`src/rtl/line_follow_controller.sv`:
```
// ============================================================================
// line_follow_controller : tracker debounce + drive FSM + per-wheel duty/dir
// Optional duty ramp: define TRACKER_RAMP_EN.          Revision: 1.0
// ============================================================================
`default_nettype none

module line_follow_controller #(
  parameter int unsigned STABLE_CYCLES = 4,
  parameter int unsigned SEARCH_CYCLES = 50000000,
  parameter logic [9:0]  SPEED_FAST    = 10'd800,
  parameter logic [9:0]  SPEED_SLOW    = 10'd300,
  parameter logic [9:0]  SPEED_SEARCH  = 10'd500
`ifdef TRACKER_RAMP_EN
  ,
  parameter logic [9:0]  RAMP_STEP     = 10'd50,
  parameter int unsigned RAMP_DIV      = 1000
`endif
) (
  input  logic       clk,
  input  logic       reset,
  input  logic       enable,
  input  logic [1:0] tracker_state,
  output logic [9:0] left_duty,
  output logic [9:0] right_duty,
  output logic       left_dir,
  output logic       right_dir,
  output logic [2:0] mode,
  output logic       lost
);

  localparam logic [2:0] S_IDLE    = 3'd0;
  localparam logic [2:0] S_FORWARD = 3'd1;
  localparam logic [2:0] S_STEER_L = 3'd2;
  localparam logic [2:0] S_STEER_R = 3'd3;
  localparam logic [2:0] S_SEARCH  = 3'd4;
  localparam logic [2:0] S_STOP    = 3'd5;

  localparam logic       SIDE_LEFT   = 1'b0;
  localparam logic       SIDE_RIGHT  = 1'b1;
  localparam logic [7:0] STABLE_C    = 8'(STABLE_CYCLES);
  localparam logic [31:0] SEARCH_LAST = 32'(SEARCH_CYCLES - 1);

  logic [1:0]  sample, prev_sample, filtered;
  logic [7:0]  stable_cnt, stable_cnt_nxt;
  logic [2:0]  state, state_nxt;
  logic        last_side, last_side_nxt;
  logic [31:0] search_cnt, search_cnt_nxt;
  logic        do_select;
  logic [9:0]  tgt_left, tgt_right;
  logic        tgt_left_dir, tgt_right_dir;

  // Run length of identical registered samples, saturating at 255.
  always_comb begin
    if (sample != prev_sample)
      stable_cnt_nxt = 8'd1;
    else if (stable_cnt == 8'hFF)
      stable_cnt_nxt = stable_cnt;
    else
      stable_cnt_nxt = stable_cnt + 8'd1;
  end

  always_ff @(posedge clk or negedge reset) begin
    if (!reset) begin
      sample      <= 2'b10;
      prev_sample <= 2'b10;
      stable_cnt  <= 8'd0;
      filtered    <= 2'b10;
    end else begin
      sample      <= tracker_state;
      prev_sample <= sample;
      stable_cnt  <= stable_cnt_nxt;
      if (stable_cnt_nxt >= STABLE_C)
        filtered <= sample;
    end
  end

  always_ff @(posedge clk or negedge reset) begin
    if (!reset) begin
      state      <= S_IDLE;
      last_side  <= SIDE_RIGHT;
      search_cnt <= 32'd0;
    end else begin
      state      <= state_nxt;
      last_side  <= last_side_nxt;
      search_cnt <= search_cnt_nxt;
    end
  end

  always_comb begin
    state_nxt      = state;
    last_side_nxt  = last_side;
    search_cnt_nxt = search_cnt;
    do_select      = 1'b0;
    if (!enable) begin
      state_nxt = S_IDLE;
    end else begin
      case (state)
        S_IDLE:                         state_nxt = S_FORWARD;
        S_FORWARD, S_STEER_L, S_STEER_R: do_select = 1'b1;
        S_SEARCH: begin
          if (filtered == 2'b10 && last_side == SIDE_RIGHT)
            state_nxt = S_STEER_R;
          else if (filtered != 2'b00)
            do_select = 1'b1;
          else if (search_cnt == SEARCH_LAST)
            state_nxt = S_STOP;
          else
            search_cnt_nxt = search_cnt + 32'd1;
        end
        S_STOP:  state_nxt = S_STOP;
        default: state_nxt = S_IDLE;
      endcase
    end
    // Junction (11) keeps driving forward without touching last_side.
    if (do_select) begin
      case (filtered)
        2'b01: begin
          state_nxt     = S_STEER_L;
          last_side_nxt = SIDE_LEFT;
        end
        2'b10: begin
          state_nxt     = S_FORWARD;
          last_side_nxt = SIDE_RIGHT;
        end
        2'b11:   state_nxt = S_FORWARD;
        default: begin
          state_nxt      = S_SEARCH;
          search_cnt_nxt = 32'd0;
        end
      endcase
    end
  end

  always_comb begin
    tgt_left      = 10'd0;
    tgt_right     = 10'd0;
    tgt_left_dir  = 1'b1;
    tgt_right_dir = 1'b1;
    case (state_nxt)
      S_FORWARD: begin
        tgt_left  = SPEED_FAST;
        tgt_right = SPEED_FAST;
      end
      S_STEER_L: begin
        tgt_left  = SPEED_SLOW;
        tgt_right = SPEED_FAST;
      end
      S_STEER_R: begin
        tgt_left  = SPEED_FAST;
        tgt_right = SPEED_SLOW;
      end
      S_SEARCH: begin
        tgt_left      = SPEED_SEARCH;
        tgt_right     = SPEED_SEARCH;
        tgt_left_dir  = (last_side_nxt == SIDE_RIGHT);
        tgt_right_dir = (last_side_nxt == SIDE_LEFT);
      end
      default: ;
    endcase
  end

`ifdef TRACKER_RAMP_EN
  localparam logic [31:0] RAMP_LAST = 32'(RAMP_DIV - 1);

  logic [31:0] ramp_cnt;
  logic        ramp_tick, ramp_hard;

  assign ramp_tick = (ramp_cnt == RAMP_LAST);
  assign ramp_hard = (state_nxt == S_IDLE) || (state_nxt == S_STOP);

  function automatic logic [9:0] ramp_duty(input logic [9:0] cur, input logic [9:0] tgt,
                                           input logic cur_dir, input logic tgt_dir,
                                           input logic hard, input logic tick);
    if (cur_dir != tgt_dir && !hard)
      return 10'd0;
    else if (hard || tgt <= cur)
      return tgt;
    else if (!tick)
      return cur;
    else if ((tgt - cur) > RAMP_STEP)
      return cur + RAMP_STEP;
    else
      return tgt;
  endfunction

  always_ff @(posedge clk or negedge reset) begin
    if (!reset)
      ramp_cnt <= 32'd0;
    else if (ramp_tick)
      ramp_cnt <= 32'd0;
    else
      ramp_cnt <= ramp_cnt + 32'd1;
  end
`endif

  always_ff @(posedge clk or negedge reset) begin
    if (!reset) begin
      left_duty  <= 10'd0;
      right_duty <= 10'd0;
      left_dir   <= 1'b1;
      right_dir  <= 1'b1;
      lost       <= 1'b0;
    end else begin
`ifdef TRACKER_RAMP_EN
      left_duty  <= ramp_duty(left_duty, tgt_left, left_dir, tgt_left_dir, ramp_hard, ramp_tick);
      right_duty <= ramp_duty(right_duty, tgt_right, right_dir, tgt_right_dir, ramp_hard, ramp_tick);
`else
      left_duty  <= tgt_left;
      right_duty <= tgt_right;
`endif
      left_dir   <= tgt_left_dir;
      right_dir  <= tgt_right_dir;
      lost       <= (state_nxt == S_STOP);
    end
  end

  assign mode = state;

endmodule

`default_nettype wire

```
`config.mk`:
```
export PLATFORM = sky130hd
export DESIGN_NAME = line_follow_controller
export DESIGN_NICKNAME = d
export VERILOG_FILES = /design/src/rtl/line_follow_controller.sv
export SDC_FILE = /design/constraint.sdc
export NUM_CORES = 1
export LEC_CHECK = 0
export ABC_CLOCK_PERIOD_IN_PS = 3110
export BUFFER_PORTS_ARGS = -buffer_cell sky130_fd_sc_hd__buf_4
export CAP_MARGIN = 20
export CORE_AREA = 2 2 82 84
export DETAILED_ROUTE_END_ITERATION = 8
export DIE_AREA = 0 0 84 86
export PLACE_DENSITY = 0.72
export SYNTH_ARGS = -nofsm -noshare
export SYNTH_HDL_FRONTEND = slang
export SYNTH_SLANG_ARGS = --single-unit
```
`constraint.sdc`:
```
create_clock -name clk -period 3.11 [get_ports clk]
set_input_delay 0.311 -clock clk [delete_from_list [all_inputs] [get_ports clk]]
set_output_delay 0.311 -clock clk [all_outputs]
set_load 0.05 [all_outputs]
```
==> flow_metrics.py <==
metrics = {
    "sta": {
        "hold_viol_final": 0,
        "min_period_over_period_pct": 85.8,
        "drv_slew": 0,
        "setup_ws_ps": 441,
        "slew_headroom_pct": 48.8,
        "worst_slew_pin_slew_ps": 768,
        "tns_ps": 0,
        "rsz0062_at_grt": "no",
        "fin_crit_ps": 2670,
        "setup_violations": 0,
        "max_freq_ghz": 0.375,
        "final.setup_skew_ps": 11.1,
    },
    "global_route": {
        "antenna_found_initial": 0,
        "grt_pass1_vias": 2440,
        "grt.overflow.total": 0,
        "grt_max_degree": 63,
        "grt_pass1_wl_mm": 11.6,
        "track_usage_pct": 20.1,
    },
    "synth": {
        "yosys.cell_types.count": 51,
        "yosys-top-cells-area": "dfrtp_1 42%, dfstp_2 4.7%, a21oi_1 4.0%, or3_1 3.4%, nand4_1 3.2%",
        "yosysMostFrequentCell": "dfrtp_1",
        "yosysWarnings": 0,
        "synth.largest_area_cell": "dfrtp_1",
        "synth_edf_count": 0,
        "synth_ff_type": "dfrtp_1",
        "syn_area_mm2": 0.00335,
        "yosys-top-cells-count": "56 x dfrtp_1, 27 x a21oi_1, 21 x nand2_1",
        "synth_seq_area_share_pct": 46.5,
        "syn_inst": 352,
        "ys_seq_elements": 62,
        "syn_area_per_cell_um2": 9.52,
        "synth_top_cell_area_share_pct": 41.8,
        "synth-async-reset-ratio_pct": 100,
    },
    "placed_design": {
        "io_buffers": 26,
        "dp_cells": 441,
        "gp_congestion": 0.854,
        "dp_hpwl_mm": 4.80,
        "post-place-ws_ps": 537,
    },
    "clocking": {
        "cts_sinks": 62,
        "clock_path_buffers": 2,
        "cts-htree-levels": 3,
        "cts_resized": 0,
        "postCtsHoldBufs": 0,
        "cts_setup_buffers": 0,
        "clk_latency_ps": 350,
        "cts_tree": "built",
        "cts_buffers": 9,
        "cts_root_buffer": "clkbuf_8",
        "path_clk_slew_ps": 70,
    },
    "worst_setup_path": {
        "startpoint_type": "flop",
        "rr_worst_depth": 5,
        "rrSetupSlack_ps": 440,
        "path_class": "reg -> reg",
        "crit_fanout": 20,
        "r2r_start": "search_cnt[10]$_DFF_PN0_",
        "cp_data_required_time_ps": 3330,
        "cp-end-kind": "flop",
        "rr_endpoint": "search_cnt[8]$_DFF_PN0_",
        "worstPathArrival_ps": 2890,
    },
    "route": {
        "viasPerCell": 5.96,
        "drc": 0,
        "drt-initial-drc-count": 233,
        "dr_total_vias": 2724,
        "ant_nets": 0,
        "drt-pass1-iter-count": 4,
        "routed_wl_mm": 6.91,
        "avgRoutedWirePerCell_um": 15.1,
    },
    "die": {
        "num_rows": 29,
        "die_h_um": 86,
        "initial_core_util_pct": 53.4,
        "fp.dieArea_mm2": 0.00722,
        "core_area_mm2": 0.00628,
        "die_w_um": 84,
        "pin_count": 31,
    },
    "layout": {
        "num_antenna_cells": 0,
        "area_growth_pct": 11.0,
        "drive_above_1_share_pct": 17.9,
        "post-route-util_pct": 59.2,
        "finalNonFillerCells": 457,
        "final_nets": 386,
    },
    "power": {
        "power.leakage_uw": 0.00158,
        "power.density_mw_per_mm2": 644,
        "ir_drop_v": 0.000473,
    },
    "outcome": {
        "outcome": "finished clean",
    },
    "worst_hold_path": {
        "hold_class": "in -> async",
    },
    "run": {
        "cap_violations": 0,
    },
}
## where the power goes
group | total [uW] | internal [uW] | switching (uW) | leakage [uW]
registers | 983 | 908 | 74.9 | 0.000822
clock network | 625 | 306 | 319 | 0.0000841
logic | 786 | 240 | 545 | 0.000673
total | 2390 | 1450 | 940 | 0.00158
## critical path, cell delays in order, from the launching register on
cell and delay (ps):
dfrtp_1 440, or4_1 570, nor4_1 290, and4_1 620
nor3_1 180, a2111oi_2 440
## placed cells by master (no fill, tap or decap), types with 2 or more instances in the layout
| master | instances |
|---|---|
| and3_1 | 6 |
| a211oi_1 | 2 |
| nor2b_1 | 3 |
| conb_1 | 4 |
| or3_1 | 18 |
| clkinv_2 | 3 |
| nand4_1 | 17 |
| dfrtp_1 | 56 |
| a21oi_1 | 27 |
| clkbuf_8 | 10 |
| a31oi_1 | 3 |
| inv_1 | 13 |
| nand3_1 | 18 |
| buf_4 | 32 |
| nand2_1 | 21 |
| o211ai_1 | 4 |
| o31ai_1 | 6 |
| dfstp_2 | 6 |
| nand2b_1 | 3 |
| a311oi_1 | 3 |
| o21ai_0 | 20 |
| nor3_2 | 3 |
| clkinvlp_4 | 3 |
| ha_1 | 6 |
| nor4_1 | 13 |
| nor3_1 | 9 |
| xnor2_1 | 10 |
| mux2_2 | 4 |
| o21bai_1 | 2 |
| nor2_1 | 20 |
| mux2i_1 | 2 |
| or2_2 | 3 |
| or4_1 | 9 |
| and4_1 | 4 |
## area by class of cell
cell class | instances | area, um^2
Tap cell | 77 | 96.3
Clock buffer | 10 | 138
Multi-Input combinational cell | 257 | 1600
Sequential cell | 62 | 1560
Clock inverter | 6 | 37.5
Fill cell | 566 | 2560
Timing Repair Buffer | 32 | 240
Inverter | 13 | 48.8
## metrics by stage
step / hold WS, ps / power (uW) / instance area, um^2
floorplan: 15.4 / 1610 / 3360
global placement: 379 / 1770 / 3540
detailed placement: 380 / 1780 / 3540
CTS: 62.6 / 2410 / 3720
global route: 62.1 / 2510 / 3720
finish: 16.3 / 2390 / 3720
## layer usage
layer	vias up	part of all wire [%]	global-route usage (%)	wire [um]
met1	1291	49	28.8	3410
li1	1349	-	-	-
met5	-	0	0	0
met2	73	44	30.2	3010
met4	0	1.9	8.50	130
met3	11	5.2	3.56	360
## worst max-delay path by stage
stage	slack, ps	end	startpoint
floorplan	770	search_cnt[7]$_DFF_PN0_	mode[1]$_DFF_PN0_
CTS	530	search_cnt[8]$_DFF_PN0_	filtered[0]$_DFFE_PN0P_
finish	440	search_cnt[8]$_DFF_PN0_	search_cnt[10]$_DFF_PN0_
global route	250	search_cnt[8]$_DFF_PN0_	filtered[0]$_DFFE_PN0P_
global placement	640	search_cnt[11]$_DFF_PN0_	filtered[1]$_DFFE_PN1P_
detailed placement	540	search_cnt[8]$_DFF_PN0_	search_cnt[11]$_DFF_PN0_
## cell families (layout without fill, tap and decap cells)
kind of cell | Yosys count | count (layout) | synth area share, %
and+or+nand+nor | 153 | 153 | 25.8
AOI/OAI and AO/OA | 77 | 77 | 14.3
DFF | 62 | 62 | 46.5
buffers and inverters | 36 | 61 | 6.24
xor gates and xnor gates | 11 | 11 | 2.88
adders and majority gates | 6 | 6 | 2.24
muxes | 6 | 6 | 1.94
other | 1 | 4 | 0.112
## flip-flops by register name, summed over array words and instances (netlist names)
| register | flops |
|---|---|
| search_cnt | 32 |
| stable_cnt | 8 |
| left_duty | 5 |
| right_duty | 4 |
| mode | 3 |
| filtered | 2 |
| prev_sample | 2 |
| sample | 2 |
| last_side | 1 |
| left_dir | 1 |
| lost | 1 |
| right_dir | 1 |
Note: power is estimated with default switching activity, not from simulation.
